[src/rtl/spike_evt_pkg.sv]
// Shared definitions for the spike event sequencer.
// Holds the sequencer FSM state encoding and the default widths and depths.
package spike_evt_pkg;

  localparam int DEF_CNT_W  = 8;
  localparam int DEF_QDEPTH = 4;

  typedef enum logic {
    ST_IDLE  = 1'b0,
    ST_COUNT = 1'b1
  } state_e;

endpackage

[src/rtl/spike_len_fifo.sv]
// Header-length queue for the spike event sequencer.
// Stores packet counts of pending image headers in arrival order.
// Ports:
//   clk_i   - clock, rising edge
//   rst_ni  - synchronous active-low reset (empties the queue)
//   i_push  - write i_din at the tail (ignored when full unless popping)
//   i_din   - packet count to enqueue
//   i_pop   - drop the head entry (ignored when empty)
//   o_full  - QDEPTH entries held
//   o_empty - no entries held
//   o_head  - packet count at the head of the queue
module spike_len_fifo #(
  parameter int CNT_W  = 8,
  parameter int QDEPTH = 4
) (
  input  logic             clk_i,
  input  logic             rst_ni,
  input  logic             i_push,
  input  logic [CNT_W-1:0] i_din,
  input  logic             i_pop,
  output logic             o_full,
  output logic             o_empty,
  output logic [CNT_W-1:0] o_head
);

  localparam int AW = $clog2(QDEPTH);
  localparam int CW = AW + 1;

  logic [CNT_W-1:0] r_mem [QDEPTH];
  logic [AW-1:0]    r_wr;
  logic [AW-1:0]    r_rd;
  logic [CW-1:0]    r_cnt;
  logic             w_do_pop;
  logic             w_do_push;

  assign o_full    = (r_cnt == CW'(QDEPTH));
  assign o_empty   = (r_cnt == '0);
  assign o_head    = r_mem[r_rd];
  assign w_do_pop  = i_pop & ~o_empty;
  // A full queue still accepts a write when the head leaves in the same cycle.
  assign w_do_push = i_push & (~o_full | w_do_pop);

  always_ff @(posedge clk_i) begin
    if (!rst_ni) begin
      r_wr  <= '0;
      r_rd  <= '0;
      r_cnt <= '0;
    end else begin
      if (w_do_push) r_wr <= r_wr + AW'(1);
      if (w_do_pop)  r_rd <= r_rd + AW'(1);
      case ({w_do_push, w_do_pop})
        2'b10:   r_cnt <= r_cnt + CW'(1);
        2'b01:   r_cnt <= r_cnt - CW'(1);
        default: r_cnt <= r_cnt;
      endcase
    end
  end

  // Storage holds data only; validity is tracked by the pointers and count.
  always_ff @(posedge clk_i) begin
    if (w_do_push) r_mem[r_wr] <= i_din;
  end

endmodule

[src/rtl/spike_event_sequencer.sv]
// Spike event sequencer.
// Queues image headers seen on a Wishbone slave port and counts the packet
// beats of each image, flagging the last packet and pulsing on completion.
// Ports:
//   wb_clk_i            - clock, rising edge
//   wb_rst_ni           - synchronous active-low reset
//   wbs_cyc_i/stb_i/we_i- Wishbone cycle, strobe, write enable
//   image_spike_event_i - current beat is an image header
//   image_num_packets_i - packet count N carried by a header
//   clear_err_i         - clear sticky error flags
//   last_image_packet_o - next packet beat is the last of the active image
//   image_done_o        - one-cycle pulse per completed image
//   busy_o              - counting packets of an active image
//   remaining_o         - packets still expected (0 when idle)
//   q_full_o, q_empty_o - header queue status
//   overflow_err_o      - sticky: header dropped on a full queue
//   stray_err_o         - sticky: packet beat arrived while idle
module spike_event_sequencer
  import spike_evt_pkg::*;
#(
  parameter int CNT_W  = DEF_CNT_W,
  parameter int QDEPTH = DEF_QDEPTH
) (
  input  logic             wb_clk_i,
  input  logic             wb_rst_ni,
  input  logic             wbs_cyc_i,
  input  logic             wbs_stb_i,
  input  logic             wbs_we_i,
  input  logic             image_spike_event_i,
  input  logic [CNT_W-1:0] image_num_packets_i,
  input  logic             clear_err_i,
  output logic             last_image_packet_o,
  output logic             image_done_o,
  output logic             busy_o,
  output logic [CNT_W-1:0] remaining_o,
  output logic             q_full_o,
  output logic             q_empty_o,
  output logic             overflow_err_o,
  output logic             stray_err_o
);

  state_e           r_state;
  state_e           w_state_nxt;
  logic [CNT_W-1:0] r_remaining;
  logic [CNT_W-1:0] w_rem_nxt;
  logic             r_done;
  logic             w_done_nxt;
  logic             r_ovf;
  logic             r_stray;

  logic             w_hdr;
  logic             w_pkt;
  logic             w_pop;
  logic             w_push;
  logic             w_full;
  logic             w_empty;
  logic [CNT_W-1:0] w_head;
  logic             w_ovf_evt;
  logic             w_stray_evt;

  // A header beat takes priority over a packet beat in the same cycle.
  assign w_hdr = wbs_cyc_i & wbs_stb_i & image_spike_event_i;
  assign w_pkt = wbs_cyc_i & wbs_stb_i & wbs_we_i & ~image_spike_event_i;

  assign w_push      = w_hdr & (~w_full | w_pop);
  assign w_ovf_evt   = w_hdr & ~w_push;
  // The load cycle is still IDLE, so a packet there is also stray.
  assign w_stray_evt = w_pkt & (r_state == ST_IDLE);

  spike_len_fifo #(
    .CNT_W  (CNT_W),
    .QDEPTH (QDEPTH)
  ) u_fifo (
    .clk_i   (wb_clk_i),
    .rst_ni  (wb_rst_ni),
    .i_push  (w_push),
    .i_din   (image_num_packets_i),
    .i_pop   (w_pop),
    .o_full  (w_full),
    .o_empty (w_empty),
    .o_head  (w_head)
  );

  always_comb begin
    w_state_nxt = r_state;
    w_rem_nxt   = r_remaining;
    w_done_nxt  = 1'b0;
    w_pop       = 1'b0;
    case (r_state)
      ST_IDLE: begin
        if (!w_empty) begin
          w_pop = 1'b1;
          if (w_head != '0) begin
            w_state_nxt = ST_COUNT;
            w_rem_nxt   = w_head;
          end else begin
            // Zero-length image completes without ever counting.
            w_done_nxt = 1'b1;
          end
        end
      end
      ST_COUNT: begin
        if (w_pkt) begin
          // Guard on <=1 so remaining never wraps below zero.
          if (r_remaining <= CNT_W'(1)) begin
            w_state_nxt = ST_IDLE;
            w_rem_nxt   = '0;
            w_done_nxt  = 1'b1;
          end else begin
            w_rem_nxt = r_remaining - CNT_W'(1);
          end
        end
      end
      default: begin
        w_state_nxt = ST_IDLE;
        w_rem_nxt   = '0;
      end
    endcase
  end

  always_ff @(posedge wb_clk_i) begin
    if (!wb_rst_ni) begin
      r_state     <= ST_IDLE;
      r_remaining <= '0;
      r_done      <= 1'b0;
      r_ovf       <= 1'b0;
      r_stray     <= 1'b0;
    end else begin
      r_state     <= w_state_nxt;
      r_remaining <= w_rem_nxt;
      r_done      <= w_done_nxt;
      // A new error event outranks a simultaneous clear.
      r_ovf       <= (r_ovf   & ~clear_err_i) | w_ovf_evt;
      r_stray     <= (r_stray & ~clear_err_i) | w_stray_evt;
    end
  end

  assign busy_o              = (r_state == ST_COUNT);
  assign last_image_packet_o = (r_state == ST_COUNT) & (r_remaining == CNT_W'(1));
  assign image_done_o        = r_done;
  assign remaining_o         = r_remaining;
  assign q_full_o            = w_full;
  assign q_empty_o           = w_empty;
  assign overflow_err_o      = r_ovf;
  assign stray_err_o         = r_stray;

endmodule
[config.mk]
export PLATFORM = sky130hd
export DESIGN_NAME = spike_event_sequencer
export DESIGN_NICKNAME = d
export VERILOG_FILES = /design/src/rtl/spike_evt_pkg.sv /design/src/rtl/spike_len_fifo.sv /design/src/rtl/spike_event_sequencer.sv
export SDC_FILE = /design/constraint.sdc
export NUM_CORES = 1
export LEC_CHECK = 0
export CAP_MARGIN = 30
export CORE_MARGIN = 4
export CORE_UTILIZATION = 50
export CTS_CLUSTER_DIAMETER = 200
export DETAILED_ROUTE_END_ITERATION = 10
export PLACE_DENSITY = 0.82
export REMOVE_ABC_BUFFERS = 1
export SLEW_MARGIN = 20
export SYNTH_ARGS = -nofsm -noshare
export SYNTH_HDL_FRONTEND = slang
export SYNTH_SLANG_ARGS = --single-unit
[constraint.sdc]
create_clock -name wb_clk_i -period 3.25 [get_ports wb_clk_i]
set_input_delay 0.65 -clock wb_clk_i [delete_from_list [all_inputs] [get_ports wb_clk_i]]
set_output_delay 0.65 -clock wb_clk_i [all_outputs]
set_load 0.01 [all_outputs]
==> impl_results.md <==
- Antenna diodes: 0
- Cell area after synthesis: 2370 µm²
- Resize count post-CTS: 0
- Post-route antenna net violation count: 0
- CTS Buffer Depth: 2
- # nets final: 243
- Setup crit end kind: output pin
- Critical-path cell list: or3_1 > nor2_1 > and3_1 > clkdlybuf4s50_1
- Worst Hold Class: reg2reg
- Library cells used by synthesis: 44
- Final WL: between 4000 and 5000 µm
- Syn avg cell area: approximately 12 µm²
- Flops & latches, synth: 53
- Max-slew violation count: 0
- Post-synth EDFFs: 32
- DIE AREA: 5900 µm²
- CP max-delay cell: clkdlybuf4s50_1
- Synth area leader: edfxtp_1
- Top cells by area, synth: edfxtp_1, dfxtp_1, mux4_2
- CP top delay family: simple AND/OR/NAND/NOR gates
- Largest net degree at the start of global routing: 19
- Max-slew headroom: between 50% and 60%
- RSZ-0062 raised after global routing: no
- Synth Area in Simple Gates: 12.6%
- Via count: 1,572
- Vias in the first global route: 1,491
- Post-synthesis adder-cell area fraction: 4.54%
- CTS Hold Bufs: 0
- Per-cell routed wire length: 15.6 µm
- Share of cells above drive strength 1: 9.95%
- GRT overflow: 0
- Drt drc: 0
- LEAKAGE: 0.000961 µW
- Post-synth top area share: 40.6%
- Period Utilization, post-route: between 80% and 90%
- Status: finished clean
- Synth Area in Compound Gates: 10.9%
- CP bufs+invs: 1
- Worst slew pin tran: 0.741 ns
- Max FO, Critical Path: 7
- Root Buffer: clkbuf_8
- Antenna violations before repair: 0
- Register clock-pin slew on the reported worst setup and hold paths: roughly 0.10 ns
- Register area share after synthesis: 58.3%
- Setup bufs post-CTS: 0
- Sink Count: between 50 and 60
- Post-Synthesis Cells: 191
- Core Area: 4470 µm²
- Largest family of logic cells by synthesized area: simple AND/OR/NAND/NOR gates
- Flop2flop setup slack: 0.63 ns
- Initial Util: 52.9%
- Req. time, crit path: 2.60 ns
- Final Core Density: 62.6%
- Max stage delay on crit path: 0.53 ns
- Asr flop ratio synth: 0%
- First-pass GRT wire length: around 7100 µm
- Chip height: 76.8 µm
- Cts bufs inserted: 5
- Skew-Pair Late Insertion Delay: 0.30 ns
- Main flop type after synthesis: edfxtp_1
- TritonCTS clock tree: built
- Fin crit period: between 2 and 3 ns
- P&R area growth vs syn: 18.2%
- Max Fclk: 0.370 GHz
- Setup TNS: 0 ns
- Mux share of post-synthesis cell area: 7.77%
- Layout Skew: around 0.0072 ns
- Critical path launch point type: flop
- Xor-xnor portion of the synthesized cell area: 1.85%
- # setup viols final: 0
- # rows: 24
- I/O Pins: 30
- IO Port Bufs: 29
- Pre-Repair DR Iteration Count: 5
- Placer Congestion: 0.883
- Vias/cell: 5.76
- Chip width: 76.8 µm
- # Max-Cap Violations: 0
- Yosys warns: 0
- Final hold vios: 0
- Max VDD drop: 0.410 mV
- GRT Overall Usage: 15.1%
- Initial drt markers: 126
- CTS H-tree lvls: 2
- Pwr per Cell Area: between 800 and 900 nW/µm²
- HPWL Detailed: 2980 µm
- Crit path DAT: 2.05 ns
- Crit path kind: reg2out
stage by stage:
step / cells / cell area [µm²] / total power (µW) / setup slack, ns / hold slack (ns)
2_1_floorplan: 182 / 2310 / 1530 / 0.724 / 0.466
3_3_place_gp: 265 / 2690 / 1820 / 0.566 / 0.469
3_5_place_dp: 265 / 2690 / 1840 / 0.516 / 0.478
4_1_cts: 273 / 2800 / 2290 / 0.551 / 0.502
5_1_grt: 273 / 2800 / 2440 / 0.452 / 0.541
6_report: 273 / 2800 / 2280 / 0.550 / 0.495
power by group:
group          leakage (µW)  switching [µW]  internal [µW]  total, µW
clock network     0.0000577             215            232        447
logic              0.000443             495            430        925
registers          0.000461             114            798        912
total              0.000961             824           1460       2280
flip-flops by register name (all words and copies together), names as in the netlist, named ones only:
name            count
stray_err_o         1
u_fifo.r_cnt        3
u_fifo.r_rd         2
u_fifo.r_mem       32
u_fifo.r_wr         2
image_done_o        1
remaining_o         8
overflow_err_o      1
busy_o              1
cell type report:
type / instances / area (µm²)
inverter: 11 / 41.3
tap: 52 / 65.1
timing repair buffer: 31 / 305
multi-input combinational: 118 / 892
fill: 343 / 1680
clock buffer: 5 / 68.8
clock inverter: 3 / 45.0
sequential: 53 / 1380
metal layers:
metal  track usage, %  routed length [µm]
met1             20.0                1970
met2             24.5                2000
met3             4.10                 252
met4             4.35                  41
met5                0                   0
cells in the final DEF (no fill, tap or decap), drive strengths merged, types with 5 or more instances in the layout:
cell,instances
edfxtp,32
clkdlybuf4s50,29
nor2,23
dfxtp,21
a21oi,15
nand2,13
inv,11
mux4,8
ha,7
and2,5
or3,5
clkbuf,5
o31ai,5
o21ai,5
Yosys cell counts, drive strengths merged, types with 4 or more instances:
| library cell | number |
|---|---|
| a21oi | 15 |
| and2 | 5 |
| buf | 4 |
| clkbuf | 5 |
| dfxtp | 21 |
| edfxtp | 32 |
| ha | 7 |
| inv | 10 |
| mux4 | 8 |
| nand2 | 13 |
| nor2 | 23 |
| o21ai | 5 |
| o31ai | 5 |
| or3 | 5 |
final timing paths:
kind | from | end | depth (start not counted)
max | remaining_o[4] | last_image_packet_o | 4
min | overflow_err_o | overflow_err_o | 2
max reg2reg | flop | remaining_o[1] | 6
min reg2reg | overflow_err_o | overflow_err_o | 2
tightest hold or removal path: stages, from the launching register on:
cell and delay, ns:
dfxtp_1 0.34, a21oi_1 0.06, nor2_1 0.07
cells by family after synthesis:
logic type | after synthesis
buffers and inverters | 20
muxes | 8
and+or+nand+nor | 60
DFF | 53
AOI/OAI and AO/OA | 37
xor gates and xnor gates | 5
adders and majority gates | 8
Power figures use the tool's default switching activity.
